File: src/rtl/uart_tx_arbiter.sv
// uart_tx_arbiter: round-robin share of one byte-wide UART transmitter
// among NUM_REQ 16-bit producers; frames are [header], LSB, MSB.
module uart_tx_arbiter #(
    parameter int NUM_REQ = 4,
    parameter bit HDR_EN  = 1'b1
) (
    input  logic                  clk,
    input  logic                  rst,
    input  logic [NUM_REQ-1:0]    req,
    input  logic [16*NUM_REQ-1:0] data_in,
    output logic [NUM_REQ-1:0]    ack,
    input  logic                  TxD_busy,
    output logic                  TxD_start,
    output logic [7:0]            TxD_data,
    output logic                  busy,
    output logic [3:0]            cur_ch
);

    typedef enum logic [2:0] {
        IDLE,
        LOAD,
        SEND,
        GAP,
        WAIT
    } state_t;

    state_t              state;
    logic [15:0]         hold;
    logic [1:0]          cnt;
    logic [3:0]          ptr;
    logic [3:0]          pick;
    logic                found;
    logic [NUM_REQ-1:0]  grant;
    logic [15:0]         sel_word;
    logic [7:0]          byte_sel;

    // Winner is the set bit closest above ptr, wrapping modulo NUM_REQ.
    always_comb begin : arb
        int best;
        best  = NUM_REQ;
        pick  = '0;
        found = 1'b0;
        for (int i = 0; i < NUM_REQ; i++) begin
            if (req[i] &&
                ((i + NUM_REQ - 1 - int'(ptr)) % NUM_REQ) < best) begin
                best  = (i + NUM_REQ - 1 - int'(ptr)) % NUM_REQ;
                pick  = 4'(i);
                found = 1'b1;
            end
        end
    end

    always_comb begin
        grant    = '0;
        sel_word = '0;
        for (int i = 0; i < NUM_REQ; i++) begin
            if (pick == 4'(i)) begin
                grant[i] = found;
                sel_word = data_in[16*i +: 16];
            end
        end
    end

    always_comb begin
        unique case (cnt)
            2'd0:    byte_sel = {4'hA, cur_ch};
            2'd1:    byte_sel = hold[7:0];
            default: byte_sel = hold[15:8];
        endcase
    end

    assign busy = (state != IDLE);

    always_ff @(posedge clk or negedge rst) begin
        if (!rst) begin
            state     <= IDLE;
            hold      <= '0;
            cnt       <= '0;
            ptr       <= 4'(NUM_REQ - 1);
            ack       <= '0;
            TxD_start <= 1'b0;
            TxD_data  <= '0;
            cur_ch    <= '0;
        end else begin
            ack       <= '0;
            TxD_start <= 1'b0;
            unique case (state)
                IDLE: begin
                    if (found) begin
                        hold   <= sel_word;
                        cur_ch <= pick;
                        ptr    <= pick;
                        ack    <= grant;
                        cnt    <= HDR_EN ? 2'd0 : 2'd1;
                        state  <= LOAD;
                    end
                end
                LOAD: begin
                    TxD_data <= byte_sel;
                    if (!TxD_busy) begin
                        TxD_start <= 1'b1;
                        state     <= SEND;
                    end
                end
                SEND: state <= GAP;
                // gives the transmitter a cycle to raise TxD_busy
                GAP:  state <= WAIT;
                WAIT: begin
                    if (!TxD_busy) begin
                        if (cnt == 2'd2) begin
                            state <= IDLE;
                        end else begin
                            cnt   <= cnt + 2'd1;
                            state <= LOAD;
                        end
                    end
                end
                default: state <= IDLE;
            endcase
        end
    end

endmodule
File: config.mk
export PLATFORM = sky130hd
export DESIGN_NAME = uart_tx_arbiter
export DESIGN_NICKNAME = d
export VERILOG_FILES = /design/src/rtl/uart_tx_arbiter.sv
export SDC_FILE = /design/constraint.sdc
export NUM_CORES = 1
export LEC_CHECK = 0
export ABC_AREA = 1
export CAP_MARGIN = 20
export CORE_MARGIN = 2
export CORE_UTILIZATION = 48
export CTS_CLUSTER_DIAMETER = 30
export DETAILED_ROUTE_END_ITERATION = 16
export PLACE_DENSITY = 0.85
export SYNTH_ARGS = -nofsm -noshare
export SYNTH_HDL_FRONTEND = slang
export SYNTH_SLANG_ARGS = --single-unit
File: constraint.sdc
create_clock -name clk -period 6.3 [get_ports clk]
set_input_delay 0.945 -clock clk [delete_from_list [all_inputs] [get_ports clk]]
set_output_delay 0.945 -clock clk [all_outputs]
set_load 0.05 [all_outputs]
==> results_dict.tcl, run 1 <==
set metrics [dict create \
    maxCapViolations 0 \
    synth_warnings 0 \
    num_io_pins 89 \
    insertion_delay_ns 0.29 \
    status "complete, no violations" \
    met1_usage_pct 33.5 \
    post-place-ws_ns 1.20 \
    start_util_pct 50.7 \
    cts.repair.resized 0 \
    syn_area_um2 2430 \
    setup_tns_ns 0 \
    cts_setup_buffers 0 \
    diodes 0 \
    cts-root-buf "clkbuf_8" \
    via_per_inst 5.22 \
    grt_pass1_wl_mm 10.6 \
    hold_viol 0 \
    worst_slew_pin_slew_ns 0.810 \
    ys_async_sr_fraction_pct 100 \
    num_vias 2521 \
    crit_required_ns 6.47 \
    grt_max_degree 44 \
    post-place-cells 475 \
    finClkSkew_ns 0.00911 \
    finalNonFillerCells 483 \
    gp_congestion 0.932 \
    drc_errors 0 \
    drive_gt1_share_pct 6.01 \
    syn_inst 336 \
    cp.arrival_ns 4.97 \
    cts_tree "yes" \
    pwr-share-clk_pct 13.8 \
    met3_usage_pct 4.28 \
    place.detailed.hpwl_mm 5.12 \
    final-setup-viol-count 0 \
    yosysSeqAreaShare_pct 39.3 \
    busiest_layer "met2" \
    drt-wirelength-per-cell_um 13.3 \
    ir_drop_mv 0.393 \
    htree_levels 2 \
    wirelength_mm 6.41 \
    comb_power_share_pct 61.4 \
    synth_top_area_share_pct 37.1 \
    max_freq_mhz 208 \
    grt_setup_unrepaired "false" \
    worstPathMaxFanout 43 \
    die_y_um 75.1 \
    cts_buffers 5 \
    dr.pass1.iters 4 \
    overflow 0 \
    ys_types 29 \
    finalCriticalPeriod_ns 4.80 \
    die-area_um2 5640 \
    area_growth_pct 40.4 \
    crit_type "input port to flip-flop" \
    power.share.sequential_pct 24.8 \
    ant_nets 0 \
    drtIter0Drc 182 \
    relSlewSlack_pct 46.0 \
    setup_ws_ns 1.50 \
    synthFlopType "dfrtp_1" \
    yosysMostFrequentCell "nor2_1" \
    switchingPower_w 0.000888 \
    core-area_um2 4790 \
    post_synth.cell_area_avg_um2 7.22 \
    synth.area.top_cells "dfrtp_1 37%, nor2_1 10%, nand2_1 7.7%, nand3_1 7.0%, inv_1 6.8%" \
    row_count 25 \
    clock_sinks 38 \
    cp-end-kind "flip-flop" \
    switching_share_pct 49.8 \
    grt_use_met2_pct 40.2 \
    die_w_um 75.1 \
    ys_top_cells_by_count "66 x nor2_1, 50 x nand2_1, 44 x inv_1, 36 x dfrtp_1, 34 x nand3_1" \
    io_buffers 86 \
    synth_edf_count 0 \
    clk_pin_slew_worst_paths_ns 0.07 \
    antenna_found_initial 0 \
    power.density_nw_per_um2 523 \
    p_int_w 0.000895 \
    holdBufCountCts 0 \
    synth_area_leader_cell "dfrtp_1" \
    hold_class "flip-flop to flip-flop" \
    maxSlewViolCount 0 \
    start_kind "input port" \
    grt_pass1_vias 2358 \
    ys_ff_latch 38 \
    fill_cells 389 \
    clock_path_buffers 2 \
    period_share_pct 76.2 \
    leakage_nw 1.59 \
    grt.total_usage_pct 24.5 \
    nets 492 \
]
## path summary, 6_finish.rpt
path | startpoint | endpoint | slack [ns] | cells after the start
min in group asynchronous | rst | TxD_data[3] | 0.74 | 1
min | TxD_data[5] | TxD_data[5] | 0.48 | 2
max | req[0] | hold[13] | 1.50 | 23
min reg2reg | TxD_data[5] | TxD_data[5] | 0.48 | 2
max in group asynchronous | rst | TxD_data[6] | 5.06 | 1
max reg2reg | ptr[1] | hold[13] | 1.94 | 22
## routing by layer
metal	routed length (um)	part of all wire, %
met2	3060	48
met5	0	0
met1	2840	44
met4	119	1.9
met3	386	6.0
## sequential cells by signal (all words and copies together), names as in the netlist
name and cells:
TxD_data 8, TxD_start 1, ack 4, cnt 2, cur_ch 2, hold 16
ptr 2, state 3
## layout make-up
cell class	count	area (um2)	share of cell area, %
clock buffers	5	68.8	2.02
clock inverters	3	68.8	2.02
inverters	47	176	5.18
multi-input cells	236	1190	35.0
flip-flops and latches	38	953	28.0
well taps	67	83.8	2.46
repair buffers	87	863	25.3
## power by group through the flow
stage	registers (W)	clock network (W)	logic (W)
detailed placement	0.000444	0	0.00109
global placement	0.000442	0	0.00107
floorplan	0.000571	0	0.000707
CTS	0.000440	0.000249	0.00110
global route	0.000454	0.000260	0.00122
finish	0.000442	0.000247	0.00109
## through the flow
step | hold slack, ns | power (W) | util (%) | cell area, um2
CTS | 0.485 | 0.00179 | 71.2 | 3410
global route | 0.508 | 0.00193 | 71.2 | 3410
floorplan | 0.449 | 0.00128 | - | 2430
finish | 0.482 | 0.00178 | 71.2 | 3410
global placement | 0.463 | 0.00151 | 68.3 | 3270
detailed placement | 0.466 | 0.00154 | 68.3 | 3270
## cells by family after synthesis
family,count (synthesis),synth area share (%)
AND/OR/NAND/NOR,174,32.9
buffers and inverters,63,11.8
AO/OA/AOI/OAI,53,12.5
flip-flops,38,39.3
adder cells (fa/ha/maj),6,3.09
XOR/XNOR,1,0.361
other,1,0.154
## worst max-delay path, cell delays in order
cell and delay [ns]:
clkdlybuf4s50_1 0.54, nand2_1 0.10, ha_1 0.29, nand3_1 0.10, nand3_2 0.25, o21ai_0 0.34
ha_1 0.29, inv_1 0.05, nor2_1 0.04, nand2_2 0.08, nand3_4 0.18, nand2_1 0.10
o21ai_0 0.08, ha_1 0.28, inv_1 0.03, nor2_1 0.17, nand2_4 0.10, nand3_4 0.34
nand2_2 0.25, nor2_1 0.14, nor2_1 0.06, o21ai_1 0.12, nand2_1 0.07
## placed cells by master, fill, tap and decap left out, types with 2 or more instances in the layout
| cell | n |
|---|---|
| nand2_2 | 6 |
| ha_1 | 6 |
| clkbuf_8 | 5 |
| nand2_1 | 50 |
| nand3_1 | 34 |
| conb_1 | 2 |
| nand4_1 | 9 |
| o21ai_1 | 19 |
| o21ai_0 | 13 |
| a41oi_1 | 2 |
| nand3_4 | 3 |
| nor2_2 | 2 |
| dfstp_2 | 2 |
| dfrtp_1 | 36 |
| clkdlybuf4s50_1 | 85 |
| a21oi_1 | 8 |
| inv_1 | 44 |
| nor2_1 | 66 |
| bufinv_16 | 2 |
| o211ai_1 | 8 |
| clkinv_1 | 3 |
| o221ai_1 | 2 |
Note: power is estimated with default switching activity, not from simulation.
==> run 2: changes to the inputs <==
Settings changed: CORE_UTILIZATION 48 to 45, PLACE_DENSITY 0.85 to 0.81.
Clock period 6.3 ns to 5 ns, I/O delays scaled along.
==> run 2 against run 1 <==
Clock-buffer cell count rose by 2. Non-clock buffer count rose by 2. Critical path depth did not move. Sequential power rose by 26%. Clock power fell by 15%. Hold slack improved by 0.0012 ns. Critical path type unchanged. Largest cell class unchanged.
==> results_dict.tcl, run 2 (synthesized netlist as in run 1, its figures left out) <==
set metrics [dict create \
    crit_slowest_cell "clkdlybuf4s50_1" \
    setup_tns_ns 0 \
    clock_sinks 38 \
    nets 494 \
    grt_setup_unrepaired "false" \
    relSlewSlack_pct 40.0 \
    grt_max_degree 39 \
    utilization_pct 65.3 \
    crit_chain "clkdlybuf4s50_1 -> nand2_1 -> ha_1 -> nand3_1 -> nand3_2 -> o21ai_0 -> ha_1 -> inv_1 -> nor2_1 -> nand2_2 -> nand3_4 -> nand2_1 -> o21ai_0 -> ha_1 -> inv_1 -> nor2_1 -> nand2_4 -> nand3_4 -> nand2_2 -> nor2_1 -> nor2_1 -> o21ai_1 -> nand2_1" \
    worstPathMaxFanout 27 \
    cts_setup_buffers 0 \
    die_y_um 77.4 \
    status "complete, no violations" \
    reg2regPathDepth 22 \
    drtIter0Drc 175 \
    cts_tree "yes" \
    antenna_found_initial 0 \
    maxCapViolations 0 \
    power_w 0.00216 \
    grt.total_usage_pct 21.6 \
    layout_commonest_cell "clkdlybuf4s50_1" \
    max_freq_mhz 233 \
    clock_path_buffers 2 \
    cp_common_cell "nor2_1" \
    leakage_nw 1.58 \
    overflow 0 \
    dr.pass1.iters 4 \
    worst_slew_pin_slew_ns 0.900 \
    cp.arrival_ns 4.45 \
    via_per_inst 5.20 \
    cpPeakStageDelay_ns 0.54 \
    finClkSkew_ns 0.00492 \
    grt_pass1_wl_mm 10.4 \
    holdPathStages 2 \
    cts-root-buf "clkbuf_8" \
    wirelength_mm 6.50 \
    hold_start "TxD_data[5]" \
    hold_class "flip-flop to flip-flop" \
    drive_gt1_share_pct 6.22 \
    cts.repair.resized 0 \
    largest_reg_flops 16 \
    ir_drop_mv 0.314 \
    finalCriticalPeriod_ns 4.29 \
    crit_family "simple AND/OR/NAND/NOR gates" \
    drc_errors 0 \
    layout_common_cells "85 x clkdlybuf4s50_1, 66 x nor2_1, 50 x nand2_1, 44 x inv_1, 36 x dfrtp_1" \
    timing.rr.start "ptr[0]" \
    insertion_delay_ns 0.28 \
    htree_levels 2 \
    ant_nets 0 \
    io_buffers 86 \
    hold_viol 0 \
    gp_congestion 0.996 \
    cp-end-kind "flip-flop" \
    top_regs "hold (16), TxD_data (8), ack (4)" \
    maxSlewViolCount 0 \
    row_count 26 \
    drt-wirelength-per-cell_um 13.3 \
    num_io_pins 89 \
    die-area_um2 6000 \
    area_growth_pct 39.2 \
    power.density_nw_per_um2 638 \
    largest-register "hold" \
    num_vias 2539 \
    final-setup-viol-count 0 \
    whs_ns 0.483 \
    period_share_pct 85.8 \
    r2r_end "hold[8]" \
    start_kind "input port" \
    holdBufCountCts 0 \
    grt_pass1_vias 2353 \
    whs_endpoint "TxD_data[5]" \
    diodes 0 \
    start_util_pct 46.9 \
    die_w_um 77.4 \
    critPathBufInv 3 \
    place.detailed.hpwl_mm 5.23 \
    cts_buffers 5 \
    core-area_um2 5170 \
    reg2reg_slack_ns 1.01 \
    crit_type "input port to flip-flop" \
    clk_pin_slew_worst_paths_ns 0.07 \
    crit_required_ns 5.16 \
]
[run 2: final cells by class]
type / count / area [um2]
fillers: 457 / 1790
multi-input cells: 236 / 1190
flip-flops and latches: 38 / 953
repair buffers: 89 / 878
inverters: 47 / 176
well taps: 70 / 87.6
clock buffers: 7 / 86.3
clock inverters: 1 / 5.00
[run 2: how the worst max path moves through the flow]
| stage | start | end | slack (ns) | cells after the start |
|---|---|---|---|---|
| floorplan | req[0] | hold[10] | 1.42 | 22 |
| global placement | req[0] | hold[13] | 0.61 | 23 |
| detailed placement | req[0] | hold[8] | 0.45 | 23 |
| CTS | req[0] | hold[8] | 0.74 | 23 |
| global route | req[0] | hold[3] | 0.34 | 22 |
| finish | req[0] | hold[8] | 0.71 | 23 |
[run 2: tightest hold or removal path: cells and delay by family, from the launching register on]
family | cells | cell delay, ns
and+or+nand+nor | 2 | 0.10
DFF | 1 | 0.35
[run 2: stage by stage]
step           cells  setup WS, ns  instance area, um2
2_1_floorplan    337          1.42                2430
3_3_place_gp     479         0.608                3280
3_5_place_dp     479         0.455                3280
4_1_cts          487         0.743                3370
5_1_grt          488         0.338                3380
6_report         488         0.712                3380
[run 2: power breakdown]
group,total (W),internal (W),switching [W]
sequential,0.000555,0.000462,0.0000925
combinational,0.00139,0.000475,0.000916
clock,0.000210,0.000111,0.0000990
[run 2: routing by layer]
layer / track usage, % / part of all wire [%] / routed length [um] / vias up
li1: - / - / - / 1247
met1: 28.9 / 42 / 2720 / 1166
met2: 36.3 / 50 / 3250 / 114
met3: 2.67 / 6.2 / 402 / 12
met4: 7.14 / 1.9 / 125 / 0
met5: 0 / 0 / 0 / -
==> run 3: changes to the inputs <==
Settings changed: TNS_END_PERCENT from default to 30.
==> results of run 3 <==
The final DEF is identical to that of run 2; final timing and power are the same.
